**src/rtl/gonx_gather_sequencer_if.sv**
```systemverilog
// gonx_gather_sequencer_if
//   Bundles the two streams handled by the gather sequencer:
//     X-bus side : ready_tag ({ready, tag}) out of the sequencer,
//                  enable_value ({enable, value}) back into it.
//     Out side   : out_valid/out_ready handshake with out_tag/out_data.
//   modport master : the sequencer (drives ready_tag and the out stream).
//   modport slave  : the X-bus plus the downstream consumer.
interface gonx_gather_sequencer_if #(
  parameter int ID_LEN    = 5,
  parameter int VALUE_LEN = 32
);
  logic [ID_LEN:0]        ready_tag;
  logic [VALUE_LEN:0]     enable_value;
  logic                   out_valid;
  logic                   out_ready;
  logic [ID_LEN-1:0]      out_tag;
  logic [VALUE_LEN-1:0]   out_data;

  modport master (
    output ready_tag,
    input  enable_value,
    output out_valid,
    input  out_ready,
    output out_tag,
    output out_data
  );

  modport slave (
    input  ready_tag,
    output enable_value,
    input  out_valid,
    output out_ready,
    input  out_tag,
    input  out_data
  );
endinterface

```
**src/rtl/gonx_gather_sequencer.sv**
```systemverilog
// gonx_gather_sequencer
//   Consumer of one GON X-bus. Walks tag_base .. tag_base+tag_count-1 (mod 2^ID_LEN),
//   presents each tag on ready_tag, and captures the same-cycle enable_value response.
//   Accepted {tag,value} pairs go into a small FIFO that streams out over valid/ready.
//   A tag is only offered while the FIFO has room, which back-pressures the X-bus.
//
// Ports
//   clk, rst          clock (rising edge), asynchronous active-low reset
//   start             launch pulse, sampled only in IDLE together with tag_base/tag_count
//   tag_base          first tag of the pass
//   tag_count         number of tags in the pass (0 .. 2^ID_LEN)
//   busy              high in ISSUE and DRAIN
//   done              one-cycle pulse at end of pass
//   timeout_err       sticky stall flag
//   bus (master)      ready_tag / enable_value X-bus pair and out_valid/out_ready/out_tag/out_data
//
// Build option
//   GONX_GATHER_TIMEOUT_EN : when defined, a tag that stalls TIMEOUT cycles is skipped and
//   timeout_err is set until reset or the next start. When undefined, every tag waits
//   indefinitely, no stall counter exists and timeout_err is tied low.
//
// state  | meaning
// -------+----------------------------------------------------------
// IDLE   | waiting for start
// ISSUE  | presenting tags on the X-bus while the FIFO has room
// DRAIN  | all tags handled; waiting for the FIFO to empty
module gonx_gather_sequencer #(
  parameter int ID_LEN     = 5,
  parameter int VALUE_LEN  = 32,
  parameter int FIFO_DEPTH = 4,
  parameter int TIMEOUT    = 255
) (
  input  logic                  clk,
  input  logic                  rst,
  input  logic                  start,
  input  logic [ID_LEN-1:0]     tag_base,
  input  logic [ID_LEN:0]       tag_count,
  output logic                  busy,
  output logic                  done,
  output logic                  timeout_err,
  gonx_gather_sequencer_if.master bus
);

  localparam int PTR_W   = $clog2(FIFO_DEPTH);
  localparam int CNT_W   = PTR_W + 1;
  localparam int ENTRY_W = ID_LEN + VALUE_LEN;
  localparam int REM_W   = ID_LEN + 1;

  if ((FIFO_DEPTH < 2) || ((FIFO_DEPTH & (FIFO_DEPTH - 1)) != 0) || (TIMEOUT < 1)) begin : g_param_check
    $error("gonx_gather_sequencer: FIFO_DEPTH must be a power of two >= 2 and TIMEOUT >= 1");
  end

  typedef enum logic [1:0] {
    ST_IDLE  = 2'd0,
    ST_ISSUE = 2'd1,
    ST_DRAIN = 2'd2
  } state_t;

  state_t              state_q, state_d;
  logic [ID_LEN-1:0]   cur_tag_q, cur_tag_d;
  logic [REM_W-1:0]    remaining_q, remaining_d;
  logic                done_q, done_d;
  logic [ENTRY_W-1:0]  mem_q [FIFO_DEPTH];
  logic [ENTRY_W-1:0]  mem_d [FIFO_DEPTH];
  logic [PTR_W-1:0]    wr_ptr_q, wr_ptr_d;
  logic [PTR_W-1:0]    rd_ptr_q, rd_ptr_d;
  logic [CNT_W-1:0]    count_q, count_d;

  logic                full, empty, ready, enable, accept, skip, advance, pop;
  logic [ENTRY_W-1:0]  head;

  assign full   = (count_q == CNT_W'(FIFO_DEPTH));
  assign empty  = (count_q == '0);
  // ready depends only on registers, so the X-bus may answer combinationally.
  assign ready  = (state_q == ST_ISSUE) && !full;
  assign enable = bus.enable_value[VALUE_LEN];
  assign accept = ready && enable;
  assign pop    = !empty && bus.out_ready;

`ifdef GONX_GATHER_TIMEOUT_EN
  localparam int STALL_W = $clog2(TIMEOUT + 1);
  logic [STALL_W-1:0]  stall_q, stall_d;
  logic                timeout_err_q, timeout_err_d;
  // This stalled cycle is the TIMEOUT-th one for the current tag: give up on it.
  assign skip        = ready && !enable && (stall_q == STALL_W'(TIMEOUT - 1));
  assign timeout_err = timeout_err_q;
`else
  assign skip        = 1'b0;
  assign timeout_err = 1'b0;
`endif

  assign advance = accept || skip;

  always_comb begin
    state_d     = state_q;
    cur_tag_d   = cur_tag_q;
    remaining_d = remaining_q;
    done_d      = 1'b0;
    mem_d       = mem_q;
    wr_ptr_d    = wr_ptr_q;
    rd_ptr_d    = rd_ptr_q;
    count_d     = count_q;
`ifdef GONX_GATHER_TIMEOUT_EN
    stall_d       = stall_q;
    timeout_err_d = timeout_err_q;
`endif

    case (state_q)
      ST_IDLE: begin
        if (start) begin
          cur_tag_d   = tag_base;
          remaining_d = tag_count;
`ifdef GONX_GATHER_TIMEOUT_EN
          stall_d       = '0;
          timeout_err_d = 1'b0;
`endif
          if (tag_count == '0) begin
            done_d = 1'b1;
          end else begin
            state_d = ST_ISSUE;
          end
        end
      end
      ST_ISSUE: begin
        if (advance) begin
          cur_tag_d   = cur_tag_q + 1'b1;
          remaining_d = remaining_q - 1'b1;
          if (remaining_q == REM_W'(1)) begin
            state_d = ST_DRAIN;
          end
        end
`ifdef GONX_GATHER_TIMEOUT_EN
        if (advance) begin
          stall_d = '0;
        end else if (ready) begin
          stall_d = stall_q + 1'b1;
        end
        if (skip) begin
          timeout_err_d = 1'b1;
        end
`endif
      end
      ST_DRAIN: begin
        // No pushes happen here, so once empty the FIFO stays empty while done is high.
        if (empty) begin
          state_d = ST_IDLE;
          done_d  = 1'b1;
        end
      end
      default: begin
        state_d = ST_IDLE;
      end
    endcase

    if (accept) begin
      mem_d[wr_ptr_q] = {cur_tag_q, bus.enable_value[VALUE_LEN-1:0]};
      wr_ptr_d        = wr_ptr_q + 1'b1;
    end
    if (pop) begin
      rd_ptr_d = rd_ptr_q + 1'b1;
    end
    count_d = count_q + CNT_W'(accept) - CNT_W'(pop);
  end

  always_ff @(posedge clk or negedge rst) begin
    if (!rst) begin
      state_q     <= ST_IDLE;
      cur_tag_q   <= '0;
      remaining_q <= '0;
      done_q      <= 1'b0;
      wr_ptr_q    <= '0;
      rd_ptr_q    <= '0;
      count_q     <= '0;
      for (int i = 0; i < FIFO_DEPTH; i++) begin
        mem_q[i] <= '0;
      end
`ifdef GONX_GATHER_TIMEOUT_EN
      stall_q       <= '0;
      timeout_err_q <= 1'b0;
`endif
    end else begin
      state_q     <= state_d;
      cur_tag_q   <= cur_tag_d;
      remaining_q <= remaining_d;
      done_q      <= done_d;
      wr_ptr_q    <= wr_ptr_d;
      rd_ptr_q    <= rd_ptr_d;
      count_q     <= count_d;
      mem_q       <= mem_d;
`ifdef GONX_GATHER_TIMEOUT_EN
      stall_q       <= stall_d;
      timeout_err_q <= timeout_err_d;
`endif
    end
  end

  assign head          = mem_q[rd_ptr_q];
  assign busy          = (state_q != ST_IDLE);
  assign done          = done_q;
  assign bus.ready_tag = {ready, ((state_q == ST_ISSUE) ? cur_tag_q : {ID_LEN{1'b0}})};
  assign bus.out_valid = !empty;
  assign bus.out_tag   = empty ? '0 : head[ENTRY_W-1:VALUE_LEN];
  assign bus.out_data  = empty ? '0 : head[VALUE_LEN-1:0];

endmodule

```
**src/flat_wrapper.sv**
```systemverilog
// flat-port wrapper written by rule: the top's interface ports become plain ports
module gonx_gather_sequencer_flat 
#(
  parameter int ID_LEN     = 5,
  parameter int VALUE_LEN  = 32,
  parameter int FIFO_DEPTH = 4,
  parameter int TIMEOUT    = 255
)
  (clk, rst, start, tag_base, tag_count, busy, done, timeout_err, bus_ready_tag, bus_enable_value, bus_out_valid, bus_out_ready, bus_out_tag, bus_out_data);
  gonx_gather_sequencer_if #(.ID_LEN(ID_LEN), .VALUE_LEN(VALUE_LEN)) bus_i ();
  input  logic clk;
  input  logic rst;
  input  logic start;
  input  logic [ID_LEN-1:0] tag_base;
  input  logic [ID_LEN:0] tag_count;
  output logic busy;
  output logic done;
  output logic timeout_err;
  output wire logic [$bits(bus_i.ready_tag)-1:0] bus_ready_tag;
  input wire logic [$bits(bus_i.enable_value)-1:0] bus_enable_value;
  output wire logic [$bits(bus_i.out_valid)-1:0] bus_out_valid;
  input wire logic [$bits(bus_i.out_ready)-1:0] bus_out_ready;
  output wire logic [$bits(bus_i.out_tag)-1:0] bus_out_tag;
  output wire logic [$bits(bus_i.out_data)-1:0] bus_out_data;
  assign bus_ready_tag = bus_i.ready_tag;
  assign bus_i.enable_value = bus_enable_value;
  assign bus_out_valid = bus_i.out_valid;
  assign bus_i.out_ready = bus_out_ready;
  assign bus_out_tag = bus_i.out_tag;
  assign bus_out_data = bus_i.out_data;
  gonx_gather_sequencer #(.ID_LEN(ID_LEN), .VALUE_LEN(VALUE_LEN), .FIFO_DEPTH(FIFO_DEPTH), .TIMEOUT(TIMEOUT)) u_core (.clk(clk), .rst(rst), .start(start), .tag_base(tag_base), .tag_count(tag_count), .busy(busy), .done(done), .timeout_err(timeout_err), .bus(bus_i));
endmodule
```
**config.mk**
```make
export PLATFORM = sky130hd
export DESIGN_NAME = gonx_gather_sequencer_flat
export DESIGN_NICKNAME = d
export VERILOG_FILES = /design/src/rtl/gonx_gather_sequencer_if.sv /design/src/rtl/gonx_gather_sequencer.sv /design/src/flat_wrapper.sv
export SDC_FILE = /design/constraint.sdc
export NUM_CORES = 1
export LEC_CHECK = 0
export CORE_UTILIZATION = 50
export DETAILED_ROUTE_END_ITERATION = 12
export GPL_TIMING_DRIVEN = 0
export PLACE_DENSITY = 0.71
export SYNTH_ARGS = -nofsm -noshare
export SYNTH_HDL_FRONTEND = slang
export SYNTH_SLANG_ARGS = --single-unit
```
**constraint.sdc**
```tcl
create_clock -name clk -period 4.19 [get_ports clk]
set_input_delay 0.419 -clock clk [delete_from_list [all_inputs] [get_ports clk]]
set_output_delay 0.419 -clock clk [all_outputs]
set_load 0.1 [all_outputs]
```
==> reports/results.ini <==
[status]
outcome = finished, final reports clean

[grt]
antenna_found_initial = 0
use_met1_pct = 29.8
grt_start_max_net_pins = 96
met2_usage_pct = 36.1
grt_pass1_wl_um = 30500
overflow = 0
grt_usage_pct = 22.4
grt-busiest-layer = met2
grt_pass1_vias = 5570
grt_util_met3_pct = 5.97

[die]
die_x_um = 134
initial_core_util_pct = 51.7
dieArea_sq_um = 17900
core-area_sq_um = 16800
die_y_um = 134
pin_count = 95
num_rows = 47

[place]
io_buffers = 93
dpl.hpwl_um = 11700
place_congestion = 0.855
post-place-ws_ps = 850

[drt]
post-route-drc-count = 0
drt.antenna.violating_nets = 0
via_count = 4954
first_pass_iters = 4
drt_wl_total_um = 18300
avgRoutedWirePerCell_um = 20.6
first_iter_violations = 215
viasPerCell = 5.59

[worst_setup_path]
startpoint_type = flop
cp_max_fo = 10
crit_required_ps = 3770
crit_type = reg -> out
cp_data_arrival_time_ps = 3330
end_kind = output port

[synthesis]
ys.flop_type = dfrtp_1
netlist_area_sq_um = 8660
synth_area_leader_cell = dfrtp_1
yosys_warnings = 0
seq_area_frac_synth_pct = 48.8
synth_top_area_share_pct = 48.8
synth.avg_cell_area_sq_um = 16.0
synth_seq_cells = 169
synth-edff-count = 0
ys_async_sr_fraction_pct = 100
synth_cell_type_count = 48
synthCells = 540
syn_nets = 598
ys_top_cells_by_area = dfrtp_1 49%, mux2_4 21%, mux4_2 9.6%

[layout]
drive_above_1_share_pct = 38.7
mostFrequentLayoutCells = 169 x dfrtp_1, 120 x mux2_4, 92 x clkdlybuf4s50_1
final_common_cell = dfrtp_1
diodes = 0
fin_nets = 712
syn2layout_area_growth_pct = 21.3
nFillCells = 1239

[clock_tree]
ctsResizeCount = 0
cts-root-buf = clkbuf_16
cts_buffers = 17
clk_latency_ps = 430
path_clk_slew_ps = 60
cts_sinks = 169
cts_tree = yes
htree_levels = 4
cts_buffer_depth = 2

[timing]
layout_setup_ws_ps = 437
slew_violations = 0
hold_viol = 0
fin_crit_sh_pct = 89.6
grt_setup_unrepaired = false
setup_viol = 0
period_needed_ps = 3750
finalClockSkew_ps = 11.7
tightest_slew_ps = 1050
relSlewSlack_pct = 29.5
max_freq_ghz = 0.266

[worst_hold_path]
hold_path.class = reg -> reg

[job]
maxCapViolations = 0

==> cell type report <==
class	instances	area (sq um)	area share, %
Clock inverter	13	143	1.36
Multi-Input combinational cell	324	4010	38.2
Clock buffer	19	453	4.31
Inverter	10	37.5	0.357
Sequential cell	169	4230	40.3
Timing Repair Buffer	95	973	9.27
Tap cell	220	275	2.62
Buffer	37	383	3.64
==> routing by layer <==
layer / part of all wire [%] / routed length [um]
met5: 0 / 0
met3: 5.9 / 1080
met4: 0.96 / 176
met1: 44 / 8110
met2: 49 / 8940
==> worst max-delay path, cell delays in order (launching register included) <==
cell             delay [ps]
dfrtp_1                 460
nor3_1                  140
inv_1                   150
clkbuf_1                410
clkbuf_1                400
and2_1                  220
clkdlybuf4s50_1        1130
==> timing repair <==
action | 4_1_cts | 5_1_grt
hold endpoints to repair | 55 | 0
setup buffers | 0 | 0
hold buffers | 1 | 0
==> through the flow <==
step / cell area (sq um) / utilization [%] / hold slack [ps] / std cells / setup TNS (ps)
finish: 10500 / 62.7 / 503 / 887 / 0
global route: 10500 / 62.7 / 516 / 887 / 0
CTS: 10500 / 62.7 / 506 / 887 / 0
detailed placement: 9900 / 59.1 / 430 / 854 / 0
global placement: 9870 / 58.9 / 482 / 853 / -643290
floorplan: 8660 / - / 123 / 540 / 0
==> final timing paths <==
check | startpoint | to | slack [ps] | cells past startpoint
max | u_core.count_q[1] | bus_out_data[18] | 440 | 6
min | u_core.mem_q[115] | u_core.mem_q[115] | 500 | 1
max reg2reg | u_core.count_q[2] | u_core.count_q[2] | 1580 | 10
min reg2reg | u_core.mem_q[115] | u_core.mem_q[115] | 500 | 1
max in group asynchronous | rst | u_core.mem_q[141] | 2790 | 3
min in group asynchronous | rst | u_core.mem_q[120] | 540 | 2
==> flip-flops by register name, indices dropped and copies added (netlist names) <==
| signal | flops |
|---|---|
| u_core.done | 1 |
| u_core.state_q | 2 |
| u_core.count_q | 3 |
| u_core.mem_q | 148 |
| u_core.rd_ptr_q | 2 |
| u_core.remaining_q | 6 |
| u_core.cur_tag_q | 5 |
| u_core.wr_ptr_q | 2 |
==> cells by family after synthesis <==
logic type / share of synthesized area, %
flip-flops: 48.8
multiplexers: 34.6
AO/OA/AOI/OAI: 2.54
adder cells (fa/ha/maj): 1.53
other: 0.0433
XOR/XNOR: 0.506
AND/OR/NAND/NOR: 7.12
buffers and inverters: 4.85
==> synthesized netlist by cell type (3+ instances only) <==
cell,instances
o221ai_1,5
dfrtp_1,169
nor3b_1,3
ha_1,9
mux4_2,37
a2bb2oi_1,4
buf_4,5
mux2_4,120
clkbuf_1,10
buf_12,12
nand3_1,7
nor4_1,4
buf_2,6
or3b_2,3
mux2_2,31
o211ai_1,7
and2_1,45
buf_6,3
a21oi_1,3
nand3_4,4
nand2b_1,3
xnor2_1,4
nand2_1,5
inv_1,10
nor3_1,3
nand3b_1,3
Power is not shown: default switching activity piles up to over one toggle a cycle in this logic, so the estimate is an artifact.
